==> src/rtl/fpa_addsub_seq.sv <==
// fpa_addsub_seq: multi-cycle floating-point add/subtract with a start/busy/done handshake.
// Word is {sign, biased exponent, fraction} with a hidden 1, flush-to-zero and truncating rounding.
module fpa_addsub_seq #(
   parameter int EXP_W = 3,
   parameter int MAN_W = 4
) (
   input  logic                 clk,
   input  logic                 clr,
   input  logic                 start,
   input  logic                 op,
   input  logic [EXP_W+MAN_W:0] a,
   input  logic [EXP_W+MAN_W:0] b,
   output logic [EXP_W+MAN_W:0] ans,
   output logic [3:0]           ans_except,
   output logic                 busy,
   output logic                 done,
   output logic [2:0]           state
);
   localparam int W     = 1 + EXP_W + MAN_W;
   localparam int MW    = MAN_W + 4;
   localparam int SHMAX = MAN_W + 3;
   localparam int CW    = $clog2(SHMAX + 1);
   localparam logic [EXP_W-1:0] EMAX = {EXP_W{1'b1}};
   localparam logic [EXP_W-1:0] EONE = EXP_W'(1);

   typedef enum logic [2:0] {
      S_IDLE  = 3'd0,
      S_LOAD  = 3'd1,
      S_ALIGN = 3'd2,
      S_ADD   = 3'd3,
      S_NORM  = 3'd4,
      S_DONE  = 3'd5
   } state_t;

   state_t           r_state, w_next;
   logic [W-1:0]     r_a, r_b, r_ans;
   logic [3:0]       r_exc;
   logic             r_sl, r_ss;
   logic [EXP_W-1:0] r_el;
   logic [MW-1:0]    r_ml, r_ms;
   logic [CW-1:0]    r_cnt;

   logic [EXP_W-1:0] w_ea, w_eb, w_diff, w_el_inc, w_el_dec;
   logic [MAN_W-1:0] w_fa, w_fb;
   logic             w_a_nan, w_b_nan, w_a_inf, w_b_inf, w_a_zero, w_b_zero;
   logic             w_nan, w_special, w_a_ge, w_carry, w_hidden;
   logic [CW-1:0]    w_cnt0;
   logic [MW-1:0]    w_ma, w_mb, w_sum;

   assign w_ea      = r_a[W-2:MAN_W];
   assign w_eb      = r_b[W-2:MAN_W];
   assign w_fa      = r_a[MAN_W-1:0];
   assign w_fb      = r_b[MAN_W-1:0];
   assign w_a_nan   = (w_ea == EMAX) && (w_fa != '0);
   assign w_b_nan   = (w_eb == EMAX) && (w_fb != '0);
   assign w_a_inf   = (w_ea == EMAX) && (w_fa == '0);
   assign w_b_inf   = (w_eb == EMAX) && (w_fb == '0);
   assign w_a_zero  = (w_ea == '0);
   assign w_b_zero  = (w_eb == '0);
   // r_b already carries the effective sign, so Inf-Inf means opposite stored signs here
   assign w_nan     = w_a_nan || w_b_nan || (w_a_inf && w_b_inf && (r_a[W-1] != r_b[W-1]));
   assign w_special = w_nan || w_a_inf || w_b_inf || w_a_zero || w_b_zero;

   assign w_a_ge    = (r_a[W-2:0] >= r_b[W-2:0]);
   assign w_diff    = w_a_ge ? (w_ea - w_eb) : (w_eb - w_ea);
   assign w_cnt0    = (int'(w_diff) > SHMAX) ? CW'(SHMAX) : CW'(w_diff);
   assign w_ma      = {1'b0, 1'b1, w_fa, 2'b00};
   assign w_mb      = {1'b0, 1'b1, w_fb, 2'b00};
   assign w_sum     = (r_sl == r_ss) ? (r_ml + r_ms) : (r_ml - r_ms);
   assign w_carry   = r_ml[MW-1];
   assign w_hidden  = r_ml[MW-2];
   assign w_el_inc  = r_el + 1'b1;
   assign w_el_dec  = r_el - 1'b1;

   always_ff @(posedge clk or posedge clr) begin
      if (clr) r_state <= S_IDLE;
      else     r_state <= w_next;
   end

   always_comb begin
      w_next = r_state;
      case (r_state)
         S_IDLE:  if (start) w_next = S_LOAD;
         S_LOAD:  w_next = w_special ? S_DONE : S_ALIGN;
         S_ALIGN: if (r_cnt == '0) w_next = S_ADD;
         S_ADD:   w_next = (w_sum == '0) ? S_DONE : S_NORM;
         S_NORM:  if (w_carry || w_hidden || (r_el == EONE)) w_next = S_DONE;
         S_DONE:  w_next = S_IDLE;
         default: w_next = S_IDLE;
      endcase
   end

   always_ff @(posedge clk) begin
      case (r_state)
         S_IDLE: if (start) begin
            r_a <= a;
            r_b <= {b[W-1] ^ op, b[W-2:0]};
         end
         S_LOAD: begin
            r_cnt <= w_cnt0;
            if (w_a_ge) begin
               r_sl <= r_a[W-1]; r_el <= w_ea; r_ml <= w_ma;
               r_ss <= r_b[W-1]; r_ms <= w_mb;
            end else begin
               r_sl <= r_b[W-1]; r_el <= w_eb; r_ml <= w_mb;
               r_ss <= r_a[W-1]; r_ms <= w_ma;
            end
         end
         S_ALIGN: if (r_cnt != '0) begin
            r_ms  <= r_ms >> 1;
            r_cnt <= r_cnt - 1'b1;
         end
         S_ADD: r_ml <= w_sum;
         S_NORM: begin
            if (w_carry) begin
               r_ml <= r_ml >> 1;
               r_el <= w_el_inc;
            end else if (!w_hidden) begin
               r_ml <= r_ml << 1;
               r_el <= w_el_dec;
            end
         end
         default: ;
      endcase
   end

   // Result and flags are written only on the cycle that decides them, then held
   always_ff @(posedge clk or posedge clr) begin
      if (clr) begin
         r_ans <= '0;
         r_exc <= '0;
      end else begin
         case (r_state)
            S_IDLE: if (start) r_exc <= '0;
            S_LOAD: begin
               if (w_nan) begin
                  r_ans <= {1'b0, EMAX, 1'b1, {(MAN_W-1){1'b0}}};
                  r_exc <= 4'b1000;
               end else if (w_a_inf) r_ans <= r_a;
               else if (w_b_inf) r_ans <= r_b;
               else if (w_a_zero && w_b_zero) begin
                  r_ans <= '0;
                  r_exc <= 4'b0001;
               end else if (w_a_zero) r_ans <= r_b;
               else if (w_b_zero) r_ans <= r_a;
            end
            S_ADD: if (w_sum == '0) begin
               r_ans <= '0;
               r_exc <= 4'b0001;
            end
            S_NORM: begin
               if (w_carry) begin
                  if (w_el_inc == EMAX) begin
                     r_ans <= {r_sl, EMAX, {MAN_W{1'b0}}};
                     r_exc <= 4'b0100;
                  end else r_ans <= {r_sl, w_el_inc, r_ml[MAN_W+2:3]};
               end else if (w_hidden) r_ans <= {r_sl, r_el, r_ml[MAN_W+1:2]};
               else if (r_el == EONE) begin
                  r_ans <= '0;
                  r_exc <= 4'b0011;
               end
            end
            default: ;
         endcase
      end
   end

   assign ans        = r_ans;
   assign ans_except = r_exc;
   assign busy       = (r_state != S_IDLE);
   assign done       = (r_state == S_DONE);
   assign state      = r_state;

endmodule

==> config.mk <==
export PLATFORM = sky130hd
export DESIGN_NAME = fpa_addsub_seq
export DESIGN_NICKNAME = d
export VERILOG_FILES = /design/src/rtl/fpa_addsub_seq.sv
export SDC_FILE = /design/constraint.sdc
export NUM_CORES = 1
export LEC_CHECK = 0
export CAP_MARGIN = 20
export CORE_MARGIN = 2
export CORE_UTILIZATION = 40
export CTS_CLUSTER_DIAMETER = 60
export CTS_CLUSTER_SIZE = 8
export DETAILED_ROUTE_END_ITERATION = 8
export SYNTH_ARGS = -nofsm -noshare
export SYNTH_HDL_FRONTEND = slang
export SYNTH_SLANG_ARGS = --single-unit
==> constraint.sdc <==
create_clock -name clk -period 3.8 [get_ports clk]
set_clock_uncertainty 0.15 [all_clocks]
set_input_delay 0.76 -clock clk [delete_from_list [all_inputs] [get_ports clk]]
set_output_delay 0.76 -clock clk [all_outputs]
set_load 0.05 [all_outputs]
## Yosys cells after proc, flatten, opt, wreduce, memory -nomap -nowiden

Cells that the tools add are included.

- Flip-flop bits (word level): 55
- Input bits: 20
- Output and inout bits: 17
- Logic and storage cells: 128

- Add/sub/neg operators: 7
- Magnitude comparators: 1
- Equality and inequality tests: 24
- Mux-type cells: 46
- Bitwise logic cells: 1
- Reductions and logical operators: 37

Operators with widths:

| operator | count |
|---|---|
| 8-bit two-way mux | 12 |
| 8-bit case mux with 3 select lines | 2 |
| 4-bit two-way mux | 10 |
| 3-bit two-way mux | 9 |
| 7-bit two-way mux | 3 |
| 3-bit != test (second input constant) | 6 |
| 4-bit case mux with 4 select lines | 1 |
| 8-bit case mux with 2 select lines | 1 |
| 3-bit == test (second input constant) | 5 |
| 3-bit case mux with 5 select lines | 1 |
| 3-bit logical NOT | 4 |
| 6-bit two-way mux | 2 |
| 3-bit case mux with 2 select lines | 2 |
| 4-bit nonzero test | 3 |
| 2-bit != test (second input constant) | 5 |
| 9-bit AND reduction | 1 |
| 3-bit nonzero test | 3 |
| 8-bit adder | 1 |
| 4-bit logical NOT | 2 |
| 8-bit logical NOT | 1 |
| 1-bit logical OR | 8 |
| 2-bit AND reduction | 4 |
| 8-bit subtractor | 1 |
| 7-bit greater-or-equal comparator | 1 |
| 15 further kinds | 28 |

## Depth between registers and ports, before layout

Gate-level depths: netlist of the first run.

- Depth in word-level cells: 11
- Mapped depth: 12
- Gate-level depth less buffers: 12

## Least setup slack after synthesis of the first run

Ideal clock, no wire load.

- Path kind: reg2reg
- Start point: register r_sl
- End point: register r_ans[0], in the netlist ans[0]
- Arrival time: 3.320 ns
- Path slack: 0.205 ns
- Stages on the path, launching flop included: 11
- Clock period less this slack: 3.595 ns
- Cell sequence: edfxtp_1 xnor2_1 mux2_2 fa_1 a211oi_2 o21bai_1 a2111oi_2 nor4b_2 nor2_1 nor4_4 mux2_2

- Word-level cells in the longest chain between the ends: 5

Ends and longest elaborated chain:

| what | RTL line | source |
|---|---|---|
| from (decl) | 38 | `logic r_sl, r_ss;` |
| from (signal assigned) | 102 | `r_sl <= r_a[W-1]; r_el <= w_ea; r_ml <= w_ma;` |
| from (signal assigned) | 105 | `r_sl <= r_b[W-1]; r_el <= w_eb; r_ml <= w_mb;` |
| 1-bit == test | 69 | `assign w_sum = (r_sl == r_ss) ? (r_ml + r_ms) : (r_ml - r_ms);` |
| 8-bit two-way mux | 69 |  |
| 8-bit logical NOT | 147 | `S_ADD: if (w_sum == '0) begin` |
| 2-bit != test (no source line) | -- |  |
| 4-bit AND reduction (no source line) | -- |  |
| to (signal assigned) | 144 | `end else if (w_a_zero) r_ans <= r_b;` |
| to (signal assigned) | 145 | `else if (w_b_zero) r_ans <= r_a;` |
| to (signal assigned) | 154 | `r_ans <= {r_sl, EMAX, {MAN_W{1'b0}}};` |
| to (decl) | 36 | `logic [W-1:0] r_a, r_b, r_ans;` |

Every way passes these cells.
A chain may end at the register's enable or synchronous reset.

## Worst setup path in the final report of the first run

- Start point: register r_ms[2]
- End point: register r_ans[0], in the netlist ans[0]

- Word-level cells in the longest chain between the ends: 5
- Elaborated cells between the ends (all ways): 6
- Those cells by class: 2 x add/sub; 1 x eq/ne; 1 x mux; 2 x reduce/logical

Ends and longest elaborated chain:

| what | RTL line | source |
|---|---|---|
| from (decl) | 40 | `logic [MW-1:0] r_ml, r_ms;` |
| from (signal assigned) | 103 | `r_ss <= r_b[W-1]; r_ms <= w_mb;` |
| from (signal assigned) | 106 | `r_ss <= r_a[W-1]; r_ms <= w_ma;` |
| from (signal assigned) | 110 | `r_ms <= r_ms >> 1;` |
| 8-bit subtractor or 8-bit adder (tied branches) | 69 |  |
| 8-bit two-way mux * | 69 |  |
| 8-bit logical NOT * | 147 |  |
| 2-bit != test (no source line) * | -- |  |
| 4-bit AND reduction (no source line) * | -- |  |

Every way passes the cells marked *; elsewhere a longest branch is shown, timed or not.

==> results of run 1 <==
[Yosys cell counts (all sizes together), types with 2 or more instances]
cell | count | area share, %
nor4 | 4 | 1.1
buf | 2 | 0.24
a311oi | 2 | 0.47
nand3 | 6 | 0.81
xor2 | 8 | 1.9
o311ai | 2 | 0.47
and3 | 3 | 0.51
dfrtp | 15 | 10
inv | 25 | 2.5
a211oi | 6 | 1.3
a21o | 4 | 0.81
nor3b | 7 | 1.6
clkbuf | 11 | 1.1
nor2 | 20 | 2.0
a22oi | 5 | 1.0
ha | 24 | 8.1
nor2b | 10 | 1.7
a31oi | 5 | 0.84
xnor2 | 8 | 1.9
fa | 3 | 1.6
nand2 | 30 | 3.0
mux2i | 17 | 4.6
o22ai | 8 | 1.3
o211ai | 3 | 0.61
and2 | 4 | 0.71
a21oi | 23 | 3.2
o21ai | 29 | 3.9
nand2b | 3 | 0.51
mux2 | 13 | 3.9
edfxtp | 39 | 32
nor3 | 11 | 1.8
o221ai | 2 | 0.47
[timing repair]
action	CTS	global route
buffers inserted	0	2
endpoints found under the setup margin	0	11
resized for setup	0	6
[cells by family after synthesis]
logic type	Yosys count	share of synthesized area [%]
AOI/OAI and AO/OA	101	17.6
buffers and inverters	38	3.88
muxes	30	8.53
xor gates and xnor gates	16	3.78
DFF	54	41.7
and+or+nand+nor	103	14.8
adders and majority gates	27	9.71
[sequential cells by signal (all words and copies together), names as in the netlist]
name and cells:
r_a 8, state 3, r_ms 7, ans_except 4
r_cnt 3, r_sl 1, r_ss 1, r_el 3
r_b 8, ans 8, r_ml 8
[stage by stage]
step                      worst slack, ns  instances  hold slack (ns)  area [µm²]  util, %
final                               0.201        520            0.368        4360     47.9
after global routing               0.0159        520            0.383        4360     47.9
after CTS                           0.101        518            0.377        4320     47.5
after detailed placement            0.123        510            0.353        4220     46.3
after global placement              0.185        510            0.343        4220     46.3
after floorplan                     0.205        369            0.403        3710        -
[final timing paths]
| check | to | slack (ns) | startpoint |
|---|---|---|---|
| worst max-delay path | ans[0]$_DFFE_PP0P_ | 0.20 | r_ms[2]$_DFFE_PP_ |
| worst min-delay path | ans_except[2]$_DFFE_PP0P_ | 0.37 | ans_except[2]$_DFFE_PP0P_ |
| worst max register to register | ans[0]$_DFFE_PP0P_ | 0.20 | r_ms[2]$_DFFE_PP_ |
| worst min register to register | ans_except[2]$_DFFE_PP0P_ | 0.37 | ans_except[2]$_DFFE_PP0P_ |
| max in group asynchronous | ans[1]$_DFFE_PP0P_ | 2.49 | clr |
| min in group asynchronous | ans_except[0]$_DFFE_PP0P_ | 0.63 | clr |
[area by class of cell]
class | instances | area (µm²)
inverter | 25 | 93.8
clock inverter | 1 | 30.0
multi-input combinational | 277 | 2040
fill | 871 | 4750
clock buffer | 7 | 76.3
sequential | 54 | 1550
timing repair buffer | 45 | 432
tap | 111 | 139
[layer usage]
layer	vias up	GRT usage, %	part of all wire [%]
li1	1439	-	-
met3	12	3.13	5.4
met4	0	4.53	1.2
met5	-	0	0
met1	1458	25.4	45
met2	98	32.3	48
==> run_results.csv, run 1 <==
group,metric,value,unit
status,status,"finished clean",
worst_setup_path,worstRegToRegCells,11,
route,drc,0,
sta,fin_crit,3.60,ns
clock_network,clk-insertion-delay-late,0.32,ns
worst_setup_path,critical_path_arrival,3.65,ns
route,drt_iter0_drc,193,
sta,setup_viol,0,
placed_design,gp_congestion,0.853,
placed_design,dp_hpwl,7.10,mm
floorplanning,initial_core_util,40.7,%
floorplanning,dieHeight,100,µm
worst_setup_path,path_delay_family,"simple AND/OR/NAND/NOR gates",
synth,syn_nets,416,
cells_and_area,antenna_cells,0,
synth,syn_avg_cell_area,10.1,µm²
route,ant_nets,0,
synth,synth_warnings,0,
sta,slew_violations,0,
sta,finalHoldViolCount,0,
flow_run,maxCapViolCount,0,
floorplanning,dieArea,10100,µm²
worst_setup_path,worstSetupEndpointType,"register",
synth,ys_types,56,
sta,rsz0062_at_grt,"no",
cells_and_area,area_growth,17.6,%
floorplanning,io_pins,37,
worst_setup_path,start_kind,"register",
route,routed_wl,9.16,mm
synth,syn_inst,369,
floorplanning,die_x,100,µm
clock_network,cts_inserted_buffers,5,
synth,syn_area,3710,µm²
sta,min_period_over_period,94.7,%
worst_setup_path,crit_type,"reg -> reg",
worst_setup_path,crit_path_max_fanout,8,
synth,synthArstFlopShare,27.8,%
clock_network,htree_levels,2,
global_routing,grt_max_degree,25,
clock_network,cts_sinks,54,
placed_design,portBuffers,36,
worst_setup_path,slowest_stage,"or4_2",
route,firstDrtPassIters,5,
global_routing,overflow,0,
route,vias,3007,
worst_setup_path,cp.depth,11,
cells_and_area,mostFrequentLayoutCells,"edfxtp_1 (39), clkdlybuf4s50_1 (36), nand2_1 (30)",
clock_network,cts-root-buf,"clkbuf_8",
worst_setup_path,crit_chain,"nor4_1, a21oi_1, xor2_1, ha_1, or4_2, o22ai_1, xnor2_1, nor2_1, nor4_4, buf_6, mux2_2",
worst_setup_path,worst-path-buf-inv,1,
floorplanning,fp-row-count,35,
clock_network,ctsLongestPathBuffers,2,
cells_and_area,nNetsFinal,455,
sta,slew_headroom,40.4,%
sta,setup_tns,0,ns
floorplanning,core,9110,µm²
worst_setup_path,required,3.85,ns
route,routedWlPerCell,17.6,µm
clock_network,clk_pin_slew,0.10,ns
clock_network,cts_tree,"built",
worst_setup_path,slowest_delay,0.65,ns
synth,synthFlopType,"edfxtp_1",
clock_network,postCtsHoldBufs,0,
sta,worst_pin_slew,0.885,ns
synth,ys_seq_area_share,41.7,%
global_routing,antenna_found_initial,0,
global_routing,grt_pass1_vias,2973,
global_routing,grt_pass1_wl,15.0,mm
hold_path,hold_depth,1,
cells_and_area,layout_commonest_cell,"edfxtp_1",
hold_path,holdCritPathClass,"reg -> reg",
sta,fmax,278,MHz
global_routing,gr-usage-all-layers,19.0,%
synth,ys_ff_latch,54,
cells_and_area,layout-drive-gt1-share,10.0,%
synth,synth_edf_count,39,
route,vias_per_cell,5.78,
Power of run 1 is not shown: default switching activity piles up to over one toggle a cycle in this logic, so the estimate is an artifact.
==> run 2: changes to the inputs <==
- SETUP_SLACK_MARGIN: default -> 0.1
==> run 2 against run 1 <==
  * Final cell count is the same
  * Maximum frequency grew 2.4%
  * Clock-buffer cell count stayed put
  * Critical endpoint unchanged
  * Non-clock buffer count unchanged
  * Sequential share of layout area down 0.47 points
==> run_results.csv, run 2 (synthesized netlist as in run 1, its figures left out) <==
group,metric,value,unit
clock_network,clk_pin_slew,0.10,ns
clock_network,ctsLongestPathBuffers,2,
clock_network,clk-insertion-delay-late,0.32,ns
route,routed_wl,9.25,mm
route,vias,2979,
placed_design,dp_hpwl,7.10,mm
placed_design,postPlaceCellArea,4220,µm²
clock_network,htree_levels,2,
sta,setup_viol,0,
clock_network,cts_tree,"built",
worst_setup_path,slowest_stage,"or4_2",
hold_path,holdCritPathClass,"reg -> reg",
placed_design,portBuffers,36,
floorplanning,core,9110,µm²
worst_setup_path,crit_path_max_fanout,8,
floorplanning,io_pins,37,
cells_and_area,layout-drive-gt1-share,11.7,%
clock_network,cts_sinks,54,
sta,slew_headroom,38.8,%
route,ant_nets,0,
cells_and_area,layout_commonest_cell,"edfxtp_1",
placed_design,place_ws,0.123,ns
route,routedWlPerCell,17.8,µm
floorplanning,initial_core_util,40.7,%
route,drc,0,
route,vias_per_cell,5.73,
global_routing,antenna_found_initial,0,
worst_setup_path,start_kind,"register",
sta,rsz0062_at_grt,"no",
sta,slew_violations,0,
worst_setup_path,worst-path-buf-inv,1,
worst_setup_path,required,3.85,ns
cells_and_area,mostFrequentLayoutCells,"edfxtp_1 (39), clkdlybuf4s50_1 (36), nand2_1 (30)",
sta,finalHoldViolCount,0,
sta,fin_crit,3.51,ns
clock_network,postCtsHoldBufs,0,
sta,setup_tns,0,ns
cells_and_area,final_area,4420,µm²
global_routing,grt_max_degree,25,
global_routing,gr-usage-all-layers,19.0,%
worst_setup_path,crit_chain,"nor4_2, a21oi_1, xor2_1, ha_1, or4_2, o22ai_2, xnor2_1, nor2_1, nor4_4, buf_6, mux2_2",
worst_setup_path,worstSetupEndpointType,"register",
cells_and_area,nNetsFinal,455,
worst_setup_path,path_delay_family,"simple AND/OR/NAND/NOR gates",
floorplanning,fp-row-count,35,
floorplanning,dieArea,10100,µm²
global_routing,grt_pass1_vias,2973,
sta,hold_slack,0.369,ns
global_routing,overflow,0,
cells_and_area,area_growth,19.2,%
sta,worst_pin_slew,0.908,ns
clock_network,cts-root-buf,"clkbuf_8",
route,firstDrtPassIters,5,
worst_setup_path,critical_path_arrival,3.56,ns
sta,min_period_over_period,92.5,%
floorplanning,die_x,100,µm
worst_setup_path,slowest_delay,0.67,ns
worst_setup_path,crit_type,"reg -> reg",
worst_setup_path,rrSetupSlack,0.29,ns
clock_network,cts_inserted_buffers,5,
sta,setup_ws,0.285,ns
cells_and_area,antenna_cells,0,
placed_design,gp_congestion,0.853,
sta,fmax,284,MHz
status,status,"finished clean",
route,drt_iter0_drc,202,
floorplanning,dieHeight,100,µm
flow_run,maxCapViolCount,0,
global_routing,grt_pass1_wl,15.0,mm
[run 2: layout make-up]
type | count | area, µm²
Multi-Input combinational cell | 277 | 2100
Sequential cell | 54 | 1550
Clock inverter | 1 | 30.0
Clock buffer | 7 | 76.3
Inverter | 25 | 93.8
Tap cell | 111 | 139
Timing Repair Buffer | 45 | 432
Fill cell | 865 | 4690
[run 2: final timing paths]
| path | cells past startpoint | start | to |
|---|---|---|---|
| max in group asynchronous | 2 | clr | ans[1]$_DFFE_PP0P_ |
| worst min register to register | 1 | ans_except[2]$_DFFE_PP0P_ | ans_except[2]$_DFFE_PP0P_ |
| worst min-delay path | 1 | ans_except[2]$_DFFE_PP0P_ | ans_except[2]$_DFFE_PP0P_ |
| worst max register to register | 11 | r_ms[2]$_DFFE_PP_ | ans[0]$_DFFE_PP0P_ |
| worst max-delay path | 11 | r_ms[2]$_DFFE_PP_ | ans[0]$_DFFE_PP0P_ |
| min in group asynchronous | 2 | clr | ans_except[0]$_DFFE_PP0P_ |
[run 2: worst register-to-register path: stages (launching register included)]
cell,delay (ns)
edfxtp_1,0.49
nor4_2,0.35
a21oi_1,0.13
xor2_1,0.18
ha_1,0.21
or4_2,0.67
o22ai_2,0.13
xnor2_1,0.17
nor2_1,0.12
nor4_4,0.29
buf_6,0.17
mux2_2,0.34
[run 2: repair_timing]
| action | in CTS | in global routing |
|---|---|---|
| endpoints found under the setup margin | 0 | 12 |
| setup buffers | 0 | 2 |
| gates resized for setup | 0 | 16 |
[run 2: metal layers]
layer | vias to the layer above | share of wire, % | GRT usage, %
li1 | 1438 | - | -
met1 | 1422 | 45 | 25.4
met2 | 108 | 48 | 32.3
met3 | 11 | 5.4 | 3.13
met4 | 0 | 1.3 | 4.53
met5 | - | 0 | 0
[run 2: metrics by stage]
step | util (%) | instances
finish | 48.5 | 520
global route | 48.5 | 520
CTS | 47.5 | 518
detailed placement | 46.3 | 510
global placement | 46.3 | 510
floorplan | - | 369
Power of run 2 is left out for the same reason.
